`src/rtl/fpu_pkg.sv`:
```
// Shared IEEE-754 helpers for the FPU pipelines: operand classes, result kinds,
// exception flags and format constants derived from the exponent/fraction widths.
package fpu_pkg;

  localparam int FP_MAX_W = 64;

  typedef enum logic [1:0] {
    ZERO   = 2'd0,
    FINITE = 2'd1,
    INF    = 2'd2,
    NAN    = 2'd3
  } fp_class_t;

  // Result kind decided at unpack time; RES_NUM goes through round/range-check.
  typedef enum logic [1:0] {
    RES_NUM  = 2'd0,
    RES_NAN  = 2'd1,
    RES_INF  = 2'd2,
    RES_ZERO = 2'd3
  } fp_res_t;

  typedef struct packed {
    logic ovf;
    logic udf;
    logic nv;
  } fp_flags_t;

  function automatic int fp_bias(input int exp_w);
    return (32'sd1 <<< (exp_w - 1)) - 32'sd1;
  endfunction

  function automatic int fp_emax(input int exp_w);
    return (32'sd1 <<< exp_w) - 32'sd1;
  endfunction

  // Canonical quiet NaN {0, all-ones exponent, 1, 0...}, right-aligned in FP_MAX_W bits.
  function automatic logic [FP_MAX_W-1:0] fp_qnan(input int exp_w, input int man_w);
    logic [FP_MAX_W-1:0] r;
    r = ((64'd1 << exp_w) - 64'd1) << man_w;
    r = r | (64'd1 << (man_w - 1));
    return r;
  endfunction

endpackage

```
`src/rtl/fp_classify.sv`:
```
// Unpacks one IEEE-754 operand into class, sign, exponent and hidden-bit mantissa.
// Denormals are flushed: any operand with a zero exponent is classed as ZERO.
module fp_classify
  import fpu_pkg::*;
#(
  parameter int EXP_W = 8,
  parameter int MAN_W = 23
) (
  input  logic [EXP_W+MAN_W:0] x,
  output fp_class_t            cls,
  output logic                 sign,
  output logic [EXP_W-1:0]     expo,
  output logic [MAN_W:0]       man
);

  assign sign = x[EXP_W+MAN_W];
  assign expo = x[EXP_W+MAN_W-1:MAN_W];
  assign man  = {1'b1, x[MAN_W-1:0]};

  // Class from the exponent field, fraction distinguishes inf from NaN
  always_comb begin
    if (expo == {EXP_W{1'b0}}) begin
      cls = ZERO;
    end else if (expo == {EXP_W{1'b1}}) begin
      cls = (x[MAN_W-1:0] == {MAN_W{1'b0}}) ? INF : NAN;
    end else begin
      cls = FINITE;
    end
  end

endmodule

```
`src/rtl/fmul_pipe.sv`:
```
// Pipelined IEEE-754 multiplier: capture, unpack/multiply, normalise, round/pack.
// One global advance enable stalls every stage together when the output is blocked.
module fmul_pipe
  import fpu_pkg::*;
#(
  parameter int EXP_W = 8,
  parameter int MAN_W = 23,
  parameter int TAG_W = 4,
  parameter int RNE   = 1
) (
  input  logic                 clk,
  input  logic                 rst,
  input  logic                 in_valid,
  output logic                 in_ready,
  input  logic [EXP_W+MAN_W:0] x1,
  input  logic [EXP_W+MAN_W:0] x2,
  input  logic [TAG_W-1:0]     in_tag,
  output logic                 out_valid,
  input  logic                 out_ready,
  output logic [EXP_W+MAN_W:0] y,
  output logic [TAG_W-1:0]     out_tag,
  output logic                 ovf,
  output logic                 udf,
  output logic                 nv
);

  localparam int W  = 1 + EXP_W + MAN_W;
  localparam int PW = 2 * (MAN_W + 1);
  localparam int EW = EXP_W + 2;
  localparam bit RND_EN = (RNE != 32'sd0);
  localparam logic signed [EW-1:0] BIAS      = EW'(fp_bias(EXP_W));
  localparam logic signed [EW-1:0] EMAX      = EW'(fp_emax(EXP_W));
  localparam logic signed [EW-1:0] EXP_ONE   = EW'(1);
  localparam logic signed [EW-1:0] EXP_ZERO  = EW'(0);
  localparam logic [FP_MAX_W-1:0]  QNAN_FULL = fp_qnan(EXP_W, MAN_W);
  localparam logic [W-1:0]         QNAN      = QNAN_FULL[W-1:0];

  logic adv;
  assign adv      = !out_valid || out_ready;
  assign in_ready = adv;

  logic             v0;
  logic [W-1:0]     a0, b0;
  logic [TAG_W-1:0] t0;

  // Operand capture register
  always_ff @(posedge clk or posedge rst) begin
    if (rst) begin
      v0 <= 1'b0; a0 <= '0; b0 <= '0; t0 <= '0;
    end else if (adv) begin
      v0 <= in_valid; a0 <= x1; b0 <= x2; t0 <= in_tag;
    end
  end

  fp_class_t        c1, c2;
  logic             sg1, sg2;
  logic [EXP_W-1:0] e1, e2;
  logic [MAN_W:0]   m1, m2;

  fp_classify #(.EXP_W(EXP_W), .MAN_W(MAN_W)) u_cls1 (.x(a0), .cls(c1), .sign(sg1), .expo(e1), .man(m1));
  fp_classify #(.EXP_W(EXP_W), .MAN_W(MAN_W)) u_cls2 (.x(b0), .cls(c2), .sign(sg2), .expo(e2), .man(m2));

  fp_res_t               kind_c;
  logic                  nv_c, inf_zero;
  logic signed [EW-1:0]  exp_c;
  logic [PW-1:0]         prod_c;

  // Special-value precedence: NaN or inf*zero, then inf, then zero
  always_comb begin
    inf_zero = ((c1 == INF) && (c2 == ZERO)) || ((c1 == ZERO) && (c2 == INF));
    nv_c     = 1'b0;
    if ((c1 == NAN) || (c2 == NAN) || inf_zero) begin
      kind_c = RES_NAN;
      nv_c   = inf_zero || ((c1 == NAN) && !m1[MAN_W-1]) || ((c2 == NAN) && !m2[MAN_W-1]);
    end else if ((c1 == INF) || (c2 == INF)) begin
      kind_c = RES_INF;
    end else if ((c1 == ZERO) || (c2 == ZERO)) begin
      kind_c = RES_ZERO;
    end else begin
      kind_c = RES_NUM;
    end
    exp_c  = $signed({2'b00, e1}) + $signed({2'b00, e2}) - BIAS;
    prod_c = {{(MAN_W+1){1'b0}}, m1} * {{(MAN_W+1){1'b0}}, m2};
  end

  logic                 v1, p1_sign, p1_nv;
  logic [TAG_W-1:0]     t1;
  fp_res_t              p1_kind;
  logic signed [EW-1:0] p1_exp;
  logic [PW-1:0]        p1_prod;

  // Stage 1 register: unpacked sign, exponent and raw significand product
  always_ff @(posedge clk or posedge rst) begin
    if (rst) begin
      v1 <= 1'b0; t1 <= '0; p1_sign <= 1'b0; p1_nv <= 1'b0;
      p1_kind <= RES_NUM; p1_exp <= '0; p1_prod <= '0;
    end else if (adv) begin
      v1 <= v0; t1 <= t0; p1_sign <= sg1 ^ sg2; p1_nv <= nv_c;
      p1_kind <= kind_c; p1_exp <= exp_c; p1_prod <= prod_c;
    end
  end

  logic [MAN_W-1:0]     frac_n;
  logic                 guard_n, sticky_n;
  logic signed [EW-1:0] exp_n;

  // Product lies in [1,4): a set MSB means shift right by one and bump the exponent
  always_comb begin
    if (p1_prod[PW-1]) begin
      frac_n   = p1_prod[PW-2 -: MAN_W];
      guard_n  = p1_prod[MAN_W];
      sticky_n = |p1_prod[MAN_W-1:0];
      exp_n    = p1_exp + EXP_ONE;
    end else begin
      frac_n   = p1_prod[PW-3 -: MAN_W];
      guard_n  = p1_prod[MAN_W-1];
      sticky_n = |p1_prod[MAN_W-2:0];
      exp_n    = p1_exp;
    end
  end

  logic                 v2, p2_sign, p2_nv, p2_guard, p2_sticky;
  logic [TAG_W-1:0]     t2;
  fp_res_t              p2_kind;
  logic signed [EW-1:0] p2_exp;
  logic [MAN_W-1:0]     p2_frac;

  // Stage 2 register: normalised fraction with guard and sticky
  always_ff @(posedge clk or posedge rst) begin
    if (rst) begin
      v2 <= 1'b0; t2 <= '0; p2_sign <= 1'b0; p2_nv <= 1'b0; p2_guard <= 1'b0;
      p2_sticky <= 1'b0; p2_kind <= RES_NUM; p2_exp <= '0; p2_frac <= '0;
    end else if (adv) begin
      v2 <= v1; t2 <= t1; p2_sign <= p1_sign; p2_nv <= p1_nv; p2_guard <= guard_n;
      p2_sticky <= sticky_n; p2_kind <= p1_kind; p2_exp <= exp_n; p2_frac <= frac_n;
    end
  end

  logic                 inc, carry;
  logic [MAN_W-1:0]     frac_rnd;
  logic signed [EW-1:0] exp_rnd;
  logic [W-1:0]         y_c;
  fp_flags_t            fl_c;

  // Round, then range-check on the post-rounding exponent and pack
  always_comb begin
    inc               = RND_EN && p2_guard && (p2_sticky || p2_frac[0]);
    {carry, frac_rnd} = {1'b0, p2_frac} + {{MAN_W{1'b0}}, inc};
    if (carry) begin
      exp_rnd = p2_exp + EXP_ONE;
    end else begin
      exp_rnd = p2_exp;
    end
    y_c  = '0;
    fl_c = '0;
    case (p2_kind)
      RES_NAN: begin
        y_c     = QNAN;
        fl_c.nv = p2_nv;
      end
      RES_INF:  y_c = {p2_sign, {EXP_W{1'b1}}, {MAN_W{1'b0}}};
      RES_ZERO: y_c = {p2_sign, {(W-1){1'b0}}};
      RES_NUM: begin
        if (exp_rnd >= EMAX) begin
          y_c      = {p2_sign, {EXP_W{1'b1}}, {MAN_W{1'b0}}};
          fl_c.ovf = 1'b1;
        end else if (exp_rnd <= EXP_ZERO) begin
          y_c      = {p2_sign, {(W-1){1'b0}}};
          fl_c.udf = 1'b1;
        end else begin
          y_c = {p2_sign, exp_rnd[EXP_W-1:0], frac_rnd};
        end
      end
      default: begin
        y_c  = '0;
        fl_c = '0;
      end
    endcase
  end

  // Output register; holds while the consumer back-pressures
  always_ff @(posedge clk or posedge rst) begin
    if (rst) begin
      out_valid <= 1'b0; y <= '0; out_tag <= '0; ovf <= 1'b0; udf <= 1'b0; nv <= 1'b0;
    end else if (adv) begin
      out_valid <= v2; y <= y_c; out_tag <= t2;
      ovf <= fl_c.ovf; udf <= fl_c.udf; nv <= fl_c.nv;
    end
  end

endmodule

```
`config.mk`:
```
export PLATFORM = sky130hd
export DESIGN_NAME = fmul_pipe
export DESIGN_NICKNAME = d
export VERILOG_FILES = /design/src/rtl/fpu_pkg.sv /design/src/rtl/fp_classify.sv /design/src/rtl/fmul_pipe.sv
export SDC_FILE = /design/constraint.sdc
export NUM_CORES = 2
export LEC_CHECK = 0
export ABC_AREA = 1
export CORE_MARGIN = 5
export CORE_UTILIZATION = 45
export DETAILED_ROUTE_END_ITERATION = 16
export PLACE_DENSITY = 0.69
export SYNTH_ARGS = -nofsm -noshare
export SYNTH_HDL_FRONTEND = slang
export SYNTH_SLANG_ARGS = --single-unit
```
`constraint.sdc`:
```
create_clock -name clk -period 7.59 [get_ports clk]
set_input_delay 1.518 -clock clk [delete_from_list [all_inputs] [get_ports clk]]
set_output_delay 1.518 -clock clk [all_outputs]
set_load 0.01 [all_outputs]
```
# Word-level counts from Yosys, hierarchy flattened

Index checks and enable logic that the tools add are counted.

Output and inout bits: 41
Logic and storage cells: 93
Input port bits: 72
Register bits: 220

Multipliers: 1
Add/subtract/negate cells: 5
Reduce and logical (&&, ||, !) cells: 26
Multiplexer cells: 23
Bitwise gates (word level): 1
Eq/ne operators: 9
Magnitude comparators: 2

Operators with widths:

| cell                    | number |
|---|---|
| $pmux W32 S4            | 1 |
| $mux W31                | 2 |
| $mul A24 B24 Y48        | 1 |
| $logic_not A23 Y1       | 2 |
| $add A23 B1 Y24         | 1 |
| $mux W23                | 1 |
| $reduce_or A23 Y1       | 1 |
| $reduce_or A22 Y1       | 1 |
| $add A10 B2 Y10 const B | 2 |
| $mux W10                | 2 |
| $eq A8 B8 Y1 const B    | 2 |
| $logic_not A8 Y1        | 2 |
| $mux W2                 | 8 |
| $eq A2 B2 Y1 const B    | 6 |
| $ge A10 B9 Y1 const B   | 1 |
| $le A10 B1 Y1 const B   | 1 |
| $sub A9 B7 Y10 const B  | 1 |
| $add A8 B8 Y9           | 1 |
| $logic_or A1 B1 Y1      | 9 |
| $mux W1                 | 9 |
| $logic_not A2 Y1        | 3 |
| $logic_and A1 B1 Y1     | 5 |
| $logic_not A1 Y1        | 3 |
| $eq A2 B1 Y1 const B    | 1 |
| $xor A1 B1 Y1           | 1 |

# Depth between registers and ports, before layout

Depth after elaboration: 10
Gate-level depth with buffers: 31
Depth with buffers taken out: 29

# Cells and area by module

From an unflattened synthesis, not the netlist that was laid out.

Cells, all modules: 4,069
Area, all modules: 30,883.4 um^2

Modules (own cells, without submodules):

| module      | seq. area each (um^2) | cells an instance | instances | area an instance (um^2) |
|---|---|---|---|---|
| fmul_pipe   | 5,505.3               | 3,919             | 1         | 30,062.6 |
| fp_classify | 0.0                   | 75                | 2         | 410.4 |

# Least setup slack after synthesis

Ideal clock, no wire load.

Kind: register to register
Start point: register a0[19]
End point: register p1_prod[28]
Cell stages (with the launch flop): 25
Path buffers: 2
Clock period less this slack: 6,183 ps
Data arrival time: 6,053 ps
Data required time: 7,460 ps
Library setup time: 130 ps
Setup slack: 1,407 ps
Path through: dfrtp_1 clkbuf_1 clkbuf_1 nand2_1 fa_1 inv_1 fa_1 inv_1 fa_1 fa_1 inv_1 fa_1 fa_1 inv_1 fa_1 inv_1 ha_1 nand2_1 nor2_1 inv_1 nor4_1 a21oi_1 or2_2 nand3_1 o21ai_0

Cells in the longest elaborated chain, start to end: 1

RTL lines:

| item                   | line            | source |
|---|---|---|
| from (decl)            | fmul_pipe.sv:43 | `logic [W-1:0] a0, b0;` |
| from (signal assigned) | fmul_pipe.sv:49 | `v0 <= 1'b0; a0 <= '0; b0 <= '0; t0 <= '0;` |
| from (signal assigned) | fmul_pipe.sv:51 | `v0 <= in_valid; a0 <= x1; b0 <= x2; t0 <= in_tag;` |
| $mul A24 B24 Y48       | fmul_pipe.sv:83 | `prod_c = {{(MAN_W+1){1'b0}}, m1} * {{(MAN_W+1){1'b0}}, m2};` |
| to (signal assigned)   | fmul_pipe.sv:99 | `p1_kind <= kind_c; p1_exp <= exp_c; p1_prod <= prod_c;` |
| to (decl)              | fmul_pipe.sv:90 | `logic [PW-1:0] p1_prod;` |

Every way passes these cells.
A chain may end at the register's enable or synchronous reset.

# Final worst setup path

Start point: register a0[18]
End point: register p1_prod[33]

Same word-level chain as after synthesis.

==> results.json <==
{
  "status": "finished clean",
  "period_share_pct": 95.7,
  "hold_class": "reg2reg",
  "grt_first_pass_wirelength_um": 138000,
  "crit_top_cell": "fa_1",
  "post_cts_resized": 0,
  "synth_cell_type_count": 43,
  "dp_hpwl_um": 68600,
  "die_y_um": 269,
  "cap_violations": 0,
  "antenna_found_initial": 0,
  "synthArstFlopShare_pct": 100,
  "cts.root.buffer_cell": "clkbuf_16",
  "cp.arrival_ns": 7.72,
  "num_rows": 95,
  "io_pins": 113,
  "path_clk_slew_ns": 0.06,
  "gp_congestion": 0.936,
  "finalWirelength_um": 84800,
  "num_vias": 24500,
  "min_period_ns": 7.26,
  "port_buffers": 112,
  "wl_per_cell_um": 17.5,
  "netlist_instances": 3926,
  "drv_slew": 0,
  "crit_chain": "nand2_1 > fa_1 > inv_1 > fa_1 > inv_1 > fa_1 > fa_1 > inv_1 > fa_1 > fa_1 > inv_1 > fa_1 > inv_1 > ha_1 > a21oi_1 > inv_1 > a21oi_1 > a21boi_0 > nor2_1 > nor2_1 > nand3_1 > nand3_1 > o21ai_0",
  "grt_pass1_vias": 25500,
  "setup_slack_ns": 0.327,
  "mostFrequentLayoutCell": "inv_1",
  "finalSetupTns_ns": 0,
  "post-route-util_pct": 49.7,
  "grt_usage_pct": 23.4,
  "fin_hold_ws_ns": 0.469,
  "layout-drive-gt1-share_pct": 3.59,
  "clock.fmax_mhz": 138,
  "core_mm2": 0.0669,
  "gr-usage-met3_pct": 5.46,
  "crit_buf_inv": 6,
  "diodes": 0,
  "drt-pass1-iter-count": 5,
  "rsz0062_at_grt": "false",
  "startpoint_type": "flip-flop",
  "grt_overflow": 0,
  "synth.avg_cell_area_um2": 7.70,
  "busiest_layer": "met2",
  "grt_max_degree": 189,
  "start_util_pct": 45.2,
  "cts_buffers": 28,
  "die_w_um": 269,
  "synth_edf_count": 0,
  "ctsLongestPathBuffers": 3,
  "register_area_mm2": 0.00551,
  "synth.cell_area_mm2": 0.0302,
  "clock_sinks": 220,
  "cts_max_level": 1,
  "clk_latency_ns": 0.61,
  "slew_headroom_pct": 20.3,
  "synth.ff_latch_count": 220,
  "die_area_mm2": 0.0724,
  "fin_skew_ns": 0.0191,
  "tightestPinTransition_ns": 1.20,
  "ant_nets": 0,
  "final_hold_viol_count": 0,
  "synth_ff_type": "dfrtp_1",
  "cts_tree": "built",
  "drt_iter0_drc": 1681,
  "multiInputGateArea_mm2": 0.0200,
  "cpMaxStageDelayCell": "dfrtp_1",
  "cts_hold_buf": 0,
  "syn_nets": 4673,
  "fillers": 6482,
  "cpLargestDelayFamily": "adder cells",
  "nets": 4710,
  "worst_path_largest_cell_delay_ns": 0.98,
  "setup_viol_count_final": 0,
  "use_met2_pct": 38.7,
  "ys_warn_count": 0,
  "critPathMaxFanout": 18,
  "layout_common_cells": "inv_1, nand2_1, fa_1",
  "drc_errors": 0,
  "area_growth_pct": 10.1,
  "criticalPathCategory": "reg2reg",
  "postCtsSetupRepairBufs": 0,
  "preCtsSetupSlack_ns": 0.462,
  "worstPathRequired_ns": 8.05,
  "via_per_inst": 5.04,
  "setup.worst_path.end_class": "flip-flop",
  "ys_seq_area_share_pct": 18.2,
  "use_met1_pct": 31.5
}
[through the flow]
stage	area, µm²	std cells
final	33300	4857
after global routing	33300	4857
after CTS	33300	4857
after detailed placement	32300	4806
after global placement	32300	4806
after floorplan	30200	3926
[flip-flops by register name, summed over array words and instances (netlist names), 4 cells and up]
register and flops:
p1_prod 48, a0 32, b0 32, y 32, p2_frac 23, p1_exp 10, p2_exp 10, out_tag 4
t0 4, t1 4, t2 4
[final timing paths]
kind                              from           to  slack [ns]  cells after the start
worst max register to register  a0[18]  p1_prod[33]        0.33                     23
worst min register to register   t1[3]        t2[3]        0.47                      2
worst max-delay path            a0[18]  p1_prod[33]        0.33                     23
min in group asynchronous          rst  p1_prod[12]        1.30                      2
max in group asynchronous          rst       a0[14]        4.89                      3
worst min-delay path             t1[3]        t2[3]        0.47                      2
[Yosys cell counts, types with 21 or more instances]
library cell / count / area share [%]
a21oi_1: 89 / 1.5
clkbuf_1: 159 / 2.0
dfrtp_1: 220 / 18
fa_1: 483 / 32
ha_1: 192 / 7.9
inv_1: 1068 / 13
nand2_1: 1008 / 13
nand3_1: 100 / 1.7
nand4_1: 35 / 0.72
nor2_1: 168 / 2.1
nor3_1: 21 / 0.35
o21ai_0: 200 / 3.3
o21bai_1: 22 / 0.55
xor2_1: 33 / 0.96
[cell families (layout without fill, tap and decap cells)]
family / Yosys count / after routing / share of synthesized area [%]
simple gates: 1376 / 1376 / 18.3
buf+inv: 1236 / 1294 / 15.5
fa+ha+maj: 675 / 675 / 39.9
compound gates: 368 / 368 / 6.57
flops: 220 / 220 / 18.2
xor+xnor: 51 / 51 / 1.48
[metal layers]
layer	part of all wire [%]	vias up
met5	0	-
met4	2.8	0
met3	8.4	149
met2	47	875
met1	42	11900
li1	-	11500
[worst min-delay path: stages, from the launching register on]
cell,delay (ns)
dfrtp_1,0.34
nand2_1,0.05
nand2_1,0.05
[area by class of cell]
cell class / instances / area share (%)
clock buffer: 33 / 2.28
clock inverter: 18 / 0.774
sequential: 220 / 16.5
tap: 873 / 3.28
inverter: 1068 / 12.1
timing repair buffer: 175 / 4.83
multi-input combinational: 2470 / 60.2
Power is left out: the tool's default activity adds up to more than one toggle a clock period on the data nets, which glitch-free logic cannot reach.
